==> src/rtl/mu0_timer_pkg.sv <==
// Shared register map and CTRL layout for the MU0 countdown timer.
package mu0_timer_pkg;

   // Word offsets of the four timer registers relative to BASE_ADDR.
   typedef enum logic [1:0] {
      OFS_CTRL   = 2'd0,
      OFS_LOAD   = 2'd1,
      OFS_COUNT  = 2'd2,
      OFS_STATUS = 2'd3
   } reg_ofs_e;

   localparam int EN_BIT          = 0;
   localparam int AUTO_BIT        = 1;
   localparam int IE_BIT          = 2;
   localparam int STATUS_FLAG_BIT = 0;

   // CTRL bits packed so that field positions match EN_BIT/AUTO_BIT/IE_BIT.
   typedef struct packed {
      logic ie;
      logic auto_rl;
      logic en;
   } ctrl_t;

   // Zero-extend CTRL to a bus word; unused bits read as 0.
   function automatic logic [15:0] ctrl_word(input ctrl_t c);
      return {13'd0, c};
   endfunction

endpackage

==> src/rtl/mu0_prescaler.sv <==
// Divides Clk down to a one-cycle tick every PRESCALE cycles while running.
module mu0_prescaler #(
   parameter int PRESCALE = 10000
) (
   input  logic Clk,
   input  logic Reset,
   input  logic clr,
   input  logic run,
   output logic tick
);

   localparam logic [15:0] LAST = 16'(PRESCALE - 1);

   logic [15:0] pre;

   assign tick = run && (pre == LAST);

   // Phase counter: held at 0 when stopped or cleared, wraps after the tick.
   always_ff @(posedge Clk) begin
      // NOTE: state registers use <= so every flop samples pre-edge values.
      if (Reset || clr || !run || tick) begin
         pre <= '0;
      end else begin
         pre <= pre + 16'd1;
      end
   end

endmodule

==> src/rtl/mu0_timer.sv <==
// Memory-mapped countdown timer on the MU0 Addr/Dout/Wr bus with registered readback.
module mu0_timer
   import mu0_timer_pkg::*;
#(
   parameter logic [11:0] BASE_ADDR = 12'hFF0,
   parameter int          PRESCALE  = 10000
) (
   input  logic        Clk,
   input  logic        Reset,
   input  logic [11:0] Addr,
   input  logic [15:0] Dout,
   input  logic        Wr,
   output logic [15:0] Rd_data,
   output logic        Hit,
   output logic        Expired,
   output logic        Irq
);

   ctrl_t       ctrl, ctrl_nxt;
   logic [15:0] load_r, load_nxt;
   logic [15:0] count_r, count_nxt;
   logic        flag, flag_nxt;
   logic [11:0] ofs_full;
   logic        hit_c;
   reg_ofs_e    ofs;
   logic        wr_ctrl, wr_load, wr_count, wr_status;
   logic        pre_clr, tick, expire;
   logic [15:0] rd_c;

   // Address decode: four consecutive words starting at BASE_ADDR.
   assign ofs_full  = Addr - BASE_ADDR;
   assign hit_c     = (ofs_full < 12'd4);
   assign ofs       = reg_ofs_e'(ofs_full[1:0]);
   assign wr_ctrl   = Wr && hit_c && (ofs == OFS_CTRL);
   assign wr_load   = Wr && hit_c && (ofs == OFS_LOAD);
   assign wr_count  = Wr && hit_c && (ofs == OFS_COUNT);
   assign wr_status = Wr && hit_c && (ofs == OFS_STATUS);

   // Restart the tick phase when counting is (re)enabled or COUNT is rewritten.
   assign pre_clr = (wr_ctrl && Dout[EN_BIT]) || wr_count;

   mu0_prescaler #(.PRESCALE(PRESCALE)) u_prescaler (
      .Clk   (Clk),
      .Reset (Reset),
      .clr   (pre_clr),
      .run   (ctrl.en),
      .tick  (tick)
   );

   assign expire = tick && (count_r == 16'd1);

   // Register-file next state: tick update first, CPU writes then override it.
   always_comb begin
      // NOTE: every output gets a default first so no path can infer a latch.
      ctrl_nxt  = ctrl;
      load_nxt  = load_r;
      count_nxt = count_r;
      flag_nxt  = flag;
      if (tick) begin
         if (count_r > 16'd1) begin
            count_nxt = count_r - 16'd1;
         end else if (expire) begin
            if (ctrl.auto_rl) begin
               count_nxt = load_r;
            end else begin
               count_nxt   = '0;
               ctrl_nxt.en = 1'b0;
            end
         end
      end
      if (wr_ctrl)  ctrl_nxt  = ctrl_t'(Dout[IE_BIT:EN_BIT]);
      if (wr_load)  load_nxt  = Dout;
      if (wr_count) count_nxt = Dout;
      if (wr_status && Dout[STATUS_FLAG_BIT]) flag_nxt = 1'b0;
      // Expiry wins over a same-cycle write-1-to-clear.
      if (expire)   flag_nxt  = 1'b1;
   end

   // Readback mux over the pre-write register values.
   always_comb begin
      rd_c = '0;
      case (ofs)
         OFS_CTRL:   rd_c = ctrl_word(ctrl);
         OFS_LOAD:   rd_c = load_r;
         OFS_COUNT:  rd_c = count_r;
         OFS_STATUS: rd_c = {15'd0, flag};
         default:    rd_c = '0;
      endcase
      if (!hit_c) rd_c = '0;
   end

   // Timer state, expiry pulse and one-cycle-latency read port.
   always_ff @(posedge Clk) begin
      if (Reset) begin
         ctrl    <= '0;
         load_r  <= '0;
         count_r <= '0;
         flag    <= 1'b0;
         Expired <= 1'b0;
         Rd_data <= '0;
         Hit     <= 1'b0;
      end else begin
         ctrl    <= ctrl_nxt;
         load_r  <= load_nxt;
         count_r <= count_nxt;
         flag    <= flag_nxt;
         Expired <= expire;
         Rd_data <= rd_c;
         Hit     <= hit_c;
      end
   end

   assign Irq = flag && ctrl.ie;

endmodule
==> config.mk <==
export PLATFORM = sky130hd
export DESIGN_NAME = mu0_timer
export DESIGN_NICKNAME = d
export VERILOG_FILES = /design/src/rtl/mu0_timer_pkg.sv /design/src/rtl/mu0_prescaler.sv /design/src/rtl/mu0_timer.sv
export SDC_FILE = /design/constraint.sdc
export NUM_CORES = 1
export LEC_CHECK = 0
export BUFFER_PORTS_ARGS = -buffer_cell sky130_fd_sc_hd__clkbuf_2
export CAP_MARGIN = 10
export CORE_UTILIZATION = 45
export DETAILED_ROUTE_END_ITERATION = 7
export GPL_TIMING_DRIVEN = 0
export PLACE_DENSITY = 0.65
export SYNTH_ARGS = -nofsm -noshare
export SYNTH_HDL_FRONTEND = slang
export SYNTH_SLANG_ARGS = --single-unit
==> constraint.sdc <==
create_clock -name Clk -period 3 [get_ports Clk]
set_input_delay 0 -clock Clk [delete_from_list [all_inputs] [get_ports Clk]]
set_output_delay 0 -clock Clk [all_outputs]
set_load 0.01 [all_outputs]
-- Word-level counts from Yosys, hierarchy flattened
Index checks and enable logic that the tools add are counted.
- input bits: 31
- logic and storage cells: 60
- flip-flop bits (word level): 70
- magnitude comparators: 2
- mux-type cells: 13
- add/subtract/negate cells: 3
- equality and inequality tests: 7
- reduce and logical (&&, ||, !) cells: 24
- bitwise operators: 1
- operators by type and width (cell ; number):
    two-way mux 16 bit ; 5
    one-hot mux 16 bit (4 select lines) ; 1
    adder 16 x 1 -> 16 bit (second input constant) ; 1
    equality test 16 x 1 -> 1 bit (second input constant) ; 1
    equality test 16 x 14 -> 1 bit (second input constant) ; 1
    > comparator 16 x 1 -> 1 bit (second input constant) ; 1
    subtractor 16 x 1 -> 16 bit (second input constant) ; 1
    < comparator 12 x 3 -> 1 bit (second input constant) ; 1
    subtractor 12 bit (second input constant) ; 1
    logical AND 1 bit ; 10
    nonzero test 2 bit ; 4
    two-way mux 1 bit ; 7
    equality test 2 bit (second input constant) ; 2
    logical OR 1 bit ; 4
    AND reduction 4 bit ; 1
    nonzero test 3 bit ; 1
    equality test 2 x 1 -> 1 bit (second input constant) ; 1
    logical NOT 2 bit ; 1
    inequality test 2 x 1 -> 1 bit (second input constant) ; 1
    inequality test 2 bit (second input constant) ; 1
    AND reduction 2 bit ; 1
    OR reduction 2 bit ; 1
    logical NOT 1 bit ; 1
    NOT 1 bit ; 1

-- Depth between registers and ports, before layout
Gate-level depths: netlist of run 1.
- depth in word-level cells: 9
- depth in mapped cells: 9

-- Hierarchy
From an unflattened synthesis of run 1, not the netlist that was laid out.
- cell total of the unflattened synthesis: 429
- area total of the unflattened synthesis: 3609.7 um^2
- modules (own cells, without submodules) (module ; instances ; area an instance (um^2) ; cells an instance):
    mu0_timer ; 1 ; 2890.3 ; 349
    mu0_prescaler ; 1 ; 719.4 ; 80

-- Worst setup path after synthesis of run 1
OpenSTA, ideal clock, no wires.
- path kind: register -> register
- start point: register count_r[2]
- end point: register count_r[7]
- library setup time: 70 ps
- data required time: 2930 ps
- path slack: 875 ps
- stages on the path, launching flop included: 8
- data arrival time: 2054 ps
- buffers on the path: 1
- cells stage by stage: dfxtp_1 -> buf_6 -> nor4_4 -> nand4_4 -> nor2_4 -> mux2_2 -> a211o_1 -> a21oi_1
- cells in the longest elaborated chain, start to end: 4
- elaborated cells on any way between the ends: 9
- those cells by class: 1 x add/sub; 1 x order compare; 1 x eq/ne; 3 x mux; 3 x reduce/logical
- ends and longest elaborated chain (what ; line ; RTL):
    from (decl) ; mu0_timer.sv:21 ; logic [15:0] count_r, count_nxt;
    from (signal assigned) ; mu0_timer.sv:105 ; count_r <= count_nxt;
    subtractor 16 x 1 -> 16 bit, or another cell as far along ; mu0_timer.sv:61 ; count_nxt = count_r - 16'd1;
    two-way mux 16 bit or logical AND 1 bit (tied branches) ; mu0_timer.sv:60, mu0_timer.sv:50 ;
    two-way mux 16 bit or nonzero test 3 bit (tied branches) ; -- ;
    two-way mux 16 bit or AND reduction 2 bit (tied branches) ; -- ;
Parallel ways exist; a longest one is shown, timed or not. The select of a mux whose other input is x is not followed.
A chain may end at the register's enable or synchronous reset.

-- Worst setup path in the final report of run 1
Same ends and word-level chain as after synthesis.

==> metrics, run 1 <==
final hold vios=0; num rows=31; htree depth=3; First DRT Iteration DRCs=roughly 190; Avg Inst Size Synth=8.356 sq um; maxcap violations=0; reg2reg end=count_r[7]$_SDFFE_PP0P_; CP top delay family=simple AND/OR/NAND/NOR gates; share of cells above drive strength 1=17.21%; Static Leak=1.647 nW; YS warnings=0; antenna cell count=0; Clock Latency Late Sink=360 ps; drt total wl=9.062 mm; slowest cell delay on critical path=roughly 570 ps; Nets=approximately 520; die height=between 80 and 90 um; r2r worst-path depth=7; Tcrit/Tclk final=approximately 79%; Distinct cells, synth=between 50 and 60; IR drop worst, VDD=171.6 uV; crit path cell chain=buf_6 -> nor4_4 -> nand4_4 -> nor2_4 -> mux2_2 -> a211o_1 -> a21oi_1; RSZ-0062 raised after global routing=false; worst min-delay path class=in -> reg; CP Buf/Inv Count=1; post-route worst setup slack=618.4 ps; synth cell count leaders=70 x dfxtp_1, 62 x nand2_1, 56 x nor2_1; post-synthesis async set-or-reset flop share=0%; antenna violations before repair=0; Synth top area share=40.51%; leading area contributor after synthesis=dfxtp_1; Crit path required time=between 3000 and 4000 ps; Crit Path Category=reg -> reg; Place WS=between 600 and 700 ps; post-cts resize count=0; Cell Area, Synth=3460 sq um; Pre-antenna DRT Iters=4; clock sink total=70; CORE AREA=7331 sq um; CTS tree=yes; slowest stage cell, crit path=nor4_4; Via density=5.374; DRC viols=0; CP max FO=10; Die Wd=89.68 um; final slew viol count=0; Fmax achieved=approximately 420 MHz; Synth Net Count=roughly 450; reg2reg setup slack=620 ps; Post-DP HPWL=6.369 mm; Layout area overhead=21.37%; status=finished, final reports clean; first-pass GRT wire length=14.36 mm; IO buf count=48; CTS root buf=clkbuf_8; Setup TNS=0 ps; layout filler cell count=683; nature of the critical path startpoint=register; Critical Path Source=count_r[2]$_SDFFE_PP0P_; Vias=3187; WP depth=7; top cells by area, synth=dfxtp_1 41%, nand2_1 6.7%, nor2_1 6.1%; P per Cell Area=442.0 nW/um^2; Clock transition at path regs=70 ps; Main synth FF type=dfxtp_1; WL per Instance=15.28 um; reg-to-reg startpoint=count_r[2]$_SDFFE_PP0P_; CP arrival=roughly 2700 ps; CTS Buf Count=9; CP endpoint kind=register; Post-synth EDFFs=0; die footprint=8043 sq um; largest net degree at the start of global routing=12; I/O pin count=50; initial core utilization=approximately 47%; GRT Total Usage=24.40%; Setup crit end=count_r[7]$_SDFFE_PP0P_; top-count cell post-synth=dfxtp_1; total grt overflow=0; Worst Tran Pin Value=793.2 ps; Post-Syn Instances=414; Synth Register Bits=70; vias in the first global route=between 2000 and 3000; Clock Tree Buf Depth=2; fin crit period=2382 ps; Antenna Violating Nets Remaining=0; Layout Skew=13.36 ps; final setup vio count=0; sequential cell area fraction in the yosys report=40.51%; gpl congestion=0.8718; Relative slew margins=46.68%
worst min path at each step:
stage                   from                 endpoint  slack, ps  cells after the start
global placement    Dout[14]  load_r[14]$_SDFFE_PP0P_        240                      3
detailed placement   Dout[4]   load_r[4]$_SDFFE_PP0P_        240                      3
finish                    Wr     ctrl[0]$_SDFFE_PP0P_         40                      3
CTS                       Wr     ctrl[0]$_SDFFE_PP0P_         30                      3
floorplan            Dout[7]  count_r[7]$_SDFFE_PP0P_        140                      2
global route              Wr     ctrl[0]$_SDFFE_PP0P_         70                      3
cell usage in the layout (no fill, tap or decap), drive strengths merged, types with 7 or more instances in the layout:
| cell type | instances |
|---|---|
| a211oi | 7 |
| a21oi | 32 |
| a22oi | 13 |
| buf | 8 |
| clkbuf | 80 |
| dfxtp | 70 |
| dlygate4sd3 | 16 |
| inv | 7 |
| mux2i | 14 |
| nand2 | 62 |
| nand3 | 16 |
| nand4 | 12 |
| nor2 | 57 |
| nor3 | 8 |
| nor4 | 7 |
| xnor2 | 11 |
| xor2 | 12 |
state kept, by name (all words and copies together), names as in the netlist:
signal	count
count_r	16
load_r	16
ctrl	3
Hit	1
u_prescaler.pre	16
flag	1
Rd_data	16
Expired	1
tightest hold or removal path, cell delays in order:
cell and delay, ps:
clkbuf_2 140, nand4_1 130, a21oi_1 70
layer usage:
layer  global-route usage (%)  vias to the layer above  share of wire, %
li1                         -                     1599                 -
met1                    32.49                     1496                47
met2                    38.64                       80                47
met3                    4.113                       12               4.6
met4                    11.26                        0               1.6
met5                        0                        -                 0
report_power, final:
part	switching, mW	internal, mW	leakage, nW	total, mW
sequential	0.0000717	0.928	0.563	0.928
combinational	0.0389	0.0340	0.973	0.0729
clock	0.366	0.489	0.110	0.855
total	0.405	1.45	1.65	1.86
logic make-up (layout without fill, tap and decap cells):
logic type	count (synthesis)	in the layout	synth area share (%)
AOI/OAI and AO/OA	79	79	15.26
xor gates and xnor gates	23	23	5.823
adders and majority gates	3	3	1.085
buffers and inverters	35	115	4.955
DFF	70	70	40.51
muxes	18	18	5.678
and+or+nand+nor	186	186	26.69
repair_timing:
action	in CTS	in global routing
endpoints found under the hold margin	33	0
setup buffers	0	0
hold buffers	16	0
layout make-up:
type | instances | area (sq um) | share of cell area (%)
well taps | 99 | 123.9 | 2.950
clock inverters | 4 | 70.07 | 1.669
inverters | 7 | 26.28 | 0.6257
flip-flops and latches | 70 | 1401 | 33.37
clock buffers | 12 | 145.1 | 3.456
plain buffers | 28 | 145.1 | 3.456
multi-input cells | 309 | 1887 | 44.93
repair buffers | 64 | 400.4 | 9.535
stage by stage:
step	power (mW)	std cells	util, %	hold WS [ps]	instance area, sq um
2_1_floorplan	0.9705	414	-	136.0	3460
3_3_place_gp	1.007	561	52.16	240.3	3824
3_5_place_dp	1.007	561	52.16	244.8	3824
4_1_cts	1.859	593	57.28	28.00	4199
5_1_grt	1.910	593	57.28	67.76	4199
6_report	1.856	593	57.28	38.86	4199
(Power assumes the default switching activity.)
==> run 2, diff against run 1 <==
--- a/config.mk
+++ b/config.mk
@@ -5,12 +5,12 @@
 export SDC_FILE = /design/constraint.sdc
 export NUM_CORES = 1
 export LEC_CHECK = 0
+export ABC_AREA = 1
 export BUFFER_PORTS_ARGS = -buffer_cell sky130_fd_sc_hd__clkbuf_2
 export CAP_MARGIN = 10
 export CORE_UTILIZATION = 45
 export DETAILED_ROUTE_END_ITERATION = 7
 export GPL_TIMING_DRIVEN = 0
-export PLACE_DENSITY = 0.65
 export SYNTH_ARGS = -nofsm -noshare
 export SYNTH_HDL_FRONTEND = slang
 export SYNTH_SLANG_ARGS = --single-unit
==> constraint.sdc (replaced) <==
create_clock -name Clk -period 2.48 [get_ports Clk]
set_input_delay 0 -clock Clk [delete_from_list [all_inputs] [get_ports Clk]]
set_output_delay 0 -clock Clk [all_outputs]
set_load 0.01 [all_outputs]
==> run 2 against run 1 <==
Net effect: synthesized area up 5.5%; die area up 5.3%; clock skew down 4.3 ps; setup slack worse by 210 ps; critical endpoint is now count_r[3]$_SDFFE_PP0P_; highest routed layer unchanged.
==> metrics, run 2 <==
vias in the first global route=3391 (was 2867); final setup vio count=0 (unchanged); share of cells above drive strength 1=16.34% (was 17.21%); drt total wl=10.39 mm (was 9.062 mm); Setup TNS=0 ps (unchanged); gpl congestion=0.9704 (was 0.8718); total grt overflow=0 (unchanged); Clock Latency Late Sink=360 ps (about the same); Post-DP Area=4021 sq um (was 3824 sq um); nature of the critical path startpoint=register (unchanged); Post-synth EDFFs=0 (unchanged); leading area contributor after synthesis=dfxtp_1 (unchanged); Synth Net Count=565 (was 448); Fmax achieved=482.9 MHz (was 419.9 MHz); Main synth FF type=dfxtp_1 (unchanged); CORE AREA=7767 sq um (was 7331 sq um); maxcap violations=0 (unchanged); r2r worst-path depth=11 (was 7); Synth Register Bits=70 (unchanged); Clock Tree Buf Depth=2 (unchanged); hold_sp=Addr[1] (was Wr); die footprint=8472 sq um (was 8043 sq um); slowest cell delay on critical path=520 ps (was 570 ps); P per Cell Area=462.8 nW/um^2 (was 442.0 nW/um^2); clock sink total=70 (unchanged); final hold vios=0 (unchanged); worst min-delay path class=in -> reg (unchanged); FF+latch area=1401 sq um (unchanged); layout filler cell count=831 (was 683); GRT Total Usage=25.96% (was 24.40%); htree depth=3 (unchanged); CP max FO=8 (was 10); Setup Buffers After CTS=0 (unchanged); post-cts resize count=0 (unchanged); YS warnings=0 (unchanged); Clock transition at path regs=80 ps (was 70 ps); reg2reg end=count_r[3]$_SDFFE_PP0P_ (was count_r[7]$_SDFFE_PP0P_); destination of the worst hold path=Rd_data[0]$_SDFF_PP0_ (was ctrl[0]$_SDFFE_PP0P_); Layout Skew=9.067 ps (was 13.36 ps); IO buf count=49 (was 48); Place WS=482.0 ps (was 649.8 ps); fin crit period=2071 ps (was 2382 ps); largest net degree at the start of global routing=11 (was 12); slowest stage cell, crit path=o21ai_1 (was nor4_4); Worst Tran Pin Value=633.8 ps (was 793.2 ps); Placed Cells=682 (was 561); Distinct cells, synth=37 (was 55); most frequent cells in the layout=127 x nand2_1, 88 x nor2_1, 70 x dfxtp_1 (was 70 x dfxtp_1, 62 x nand2_1, 56 x nor2_1); num rows=32 (was 31); sequential cell area fraction in the yosys report=38.41% (was 40.51%); antenna cell count=0 (unchanged); First DRT Iteration DRCs=271 (was 193); Synth top area share=38.41% (was 40.51%); top cells by area, synth=dfxtp_1 38%, nand2_1 13%, nor2_1 9.1% (was dfxtp_1 41%, nand2_1 6.7%, nor2_1 6.1%); DRC viols=0 (unchanged); cts hold-fix bufs=18 (was 16); crit path cell chain=inv_1 -> ha_1 -> nand2_4 -> nor2_8 -> o21ai_1 -> nand2_1 -> nand2_1 -> nand2_1 -> nand3_1 -> nand2_1 -> inv_1 (was buf_6 -> nor4_4 -> nand4_4 -> nor2_4 -> mux2_2 -> a211o_1 -> a21oi_1); Multi-input gate area=1959 sq um (was 1887 sq um); Crit Path Category=reg -> reg (unchanged); antenna violations before repair=0 (unchanged); post-synthesis async set-or-reset flop share=0% (unchanged); Post-Syn Instances=531 (was 414); reg-to-reg startpoint=count_r[0]$_SDFFE_PP0P_ (was count_r[2]$_SDFFE_PP0P_); CP arrival=2370 ps (was 2660 ps); CP dominant cell by count=nand2_1; initial core utilization=46.97% (was 47.19%); Cell Area, Synth=3648 sq um (was 3460 sq um); status=finished, final reports clean (unchanged); Tcrit/Tclk final=83.50% (was 79.39%); Post-DP HPWL=7.743 mm (was 6.369 mm); I/O pin count=50 (unchanged); CTS tree=yes (unchanged); post-route cell area=4357 sq um (was 4199 sq um); RSZ-0062 raised after global routing=false (unchanged); Antenna Violating Nets Remaining=0 (unchanged); Non-Filler Instances=714 (was 593); Die Wd=92.05 um (was 89.68 um); Via density=5.200 (was 5.374); WL per Instance=14.54 um (was 15.28 um); Layout area overhead=19.41% (was 21.37%); synth cell count leaders=127 x nand2_1, 88 x nor2_1, 70 x dfxtp_1 (was 70 x dfxtp_1, 62 x nand2_1, 56 x nor2_1); Pre-antenna DRT Iters=5 (was 4); die height=92.05 um (was 89.68 um); CP endpoint kind=register (unchanged); Relative slew margins=57.46% (was 46.68%); final slew viol count=0 (unchanged); reg2reg setup slack=410 ps (was 620 ps); top-count cell post-synth=nand2_1 (was dfxtp_1); Hold Path Stages=3 (unchanged); CTS root buf=clkbuf_8 (unchanged); post-route worst setup slack=409.3 ps (was 618.4 ps); Static Leak=1.899 nW (was 1.647 nW); Nets=643 (was 523); first-pass GRT wire length=16.95 mm (was 14.36 mm); Crit path required time=2780 ps (was 3280 ps); CTS Buf Count=9 (unchanged); commonest non-fill, non-tap cell in the layout=nand2_1 (was dfxtp_1); IR drop worst, VDD=216.9 uV (was 171.6 uV); Avg Inst Size Synth=6.871 sq um (was 8.356 sq um); Vias=3713 (was 3187); Final Util=56.09% (was 57.28%)
-- run 2: cell types whose count changed after synthesis, sizes merged, moves of 7 or more --
cell	delta
mux2i	-14
nand2	+71
nand4	-7
clkbuf	-13
nor2	+45
nor4	-7
o21ai	+32
a22oi	-13
a211oi	-7
nand3	+27
inv	+49
-- run 2: per-layer routing --
layer  GRT usage [%]  share of wire, %  up-vias
li1                -                 -     1841
met4           8.594               1.8        0
met1           34.97                47     1723
met2           41.36                45      134
met3           5.224               6.0       15
met5               0                 0        -
-- run 2: final cells by class --
cell class,instances,area share [%]
plain buffers,13,1.694
clock buffers,12,3.331
clock inverters,2,0.2298
inverters,57,4.911
multi-input cells,391,44.97
flip-flops and latches,70,32.17
well taps,102,2.929
repair buffers,67,9.764
-- run 2: worst max path at each step --
stage / endpoint / slack [ps] / startpoint
finish: count_r[3]$_SDFFE_PP0P_ / 410 / count_r[0]$_SDFFE_PP0P_
global route: count_r[6]$_SDFFE_PP0P_ / 250 / count_r[0]$_SDFFE_PP0P_
CTS: count_r[3]$_SDFFE_PP0P_ / 450 / count_r[0]$_SDFFE_PP0P_
detailed placement: count_r[3]$_SDFFE_PP0P_ / 480 / count_r[0]$_SDFFE_PP0P_
global placement: count_r[3]$_SDFFE_PP0P_ / 500 / count_r[0]$_SDFFE_PP0P_
floorplan: count_r[6]$_SDFFE_PP0P_ / 890 / count_r[0]$_SDFFE_PP0P_
-- run 2: where the power goes --
group          switching, mW  leakage, nW  internal (mW)  total (mW)
clock                  0.421       0.0821          0.377       0.798
combinational         0.0516         1.25         0.0436      0.0952
sequential          0.000116        0.563           1.12        1.12
-- run 2: kinds of logic (layout without fill, tap and decap cells) --
family                     count (synthesis)  count (layout)  synth area share [%]
and+or+nand+nor                          292             292                 36.59
adders and majority gates                  3               3                 1.029
xor gates and xnor gates                  21              21                 5.041
buffers and inverters                     70             151                 7.887
AOI/OAI and AO/OA                         75              75                 11.04
DFF                                       70              70                 38.41
-- run 2: stage by stage --
step	total power [mW]	hold WS [ps]
6_report	2.016	15.62
5_1_grt	2.093	26.30
3_3_place_gp	1.222	251.7
4_1_cts	2.024	13.30
3_5_place_dp	1.222	248.0
2_1_floorplan	1.176	112.2
-- run 2: worst max-delay path: cells and delay by family, from the launching register on --
| kind | cells | cell delay (ps) |
|---|---|---|
| and+or+nand+nor | 7 | 620 |
| AOI/OAI and AO/OA | 1 | 520 |
| buffers and inverters | 2 | 150 |
| DFF | 1 | 450 |
| adders and majority gates | 1 | 270 |
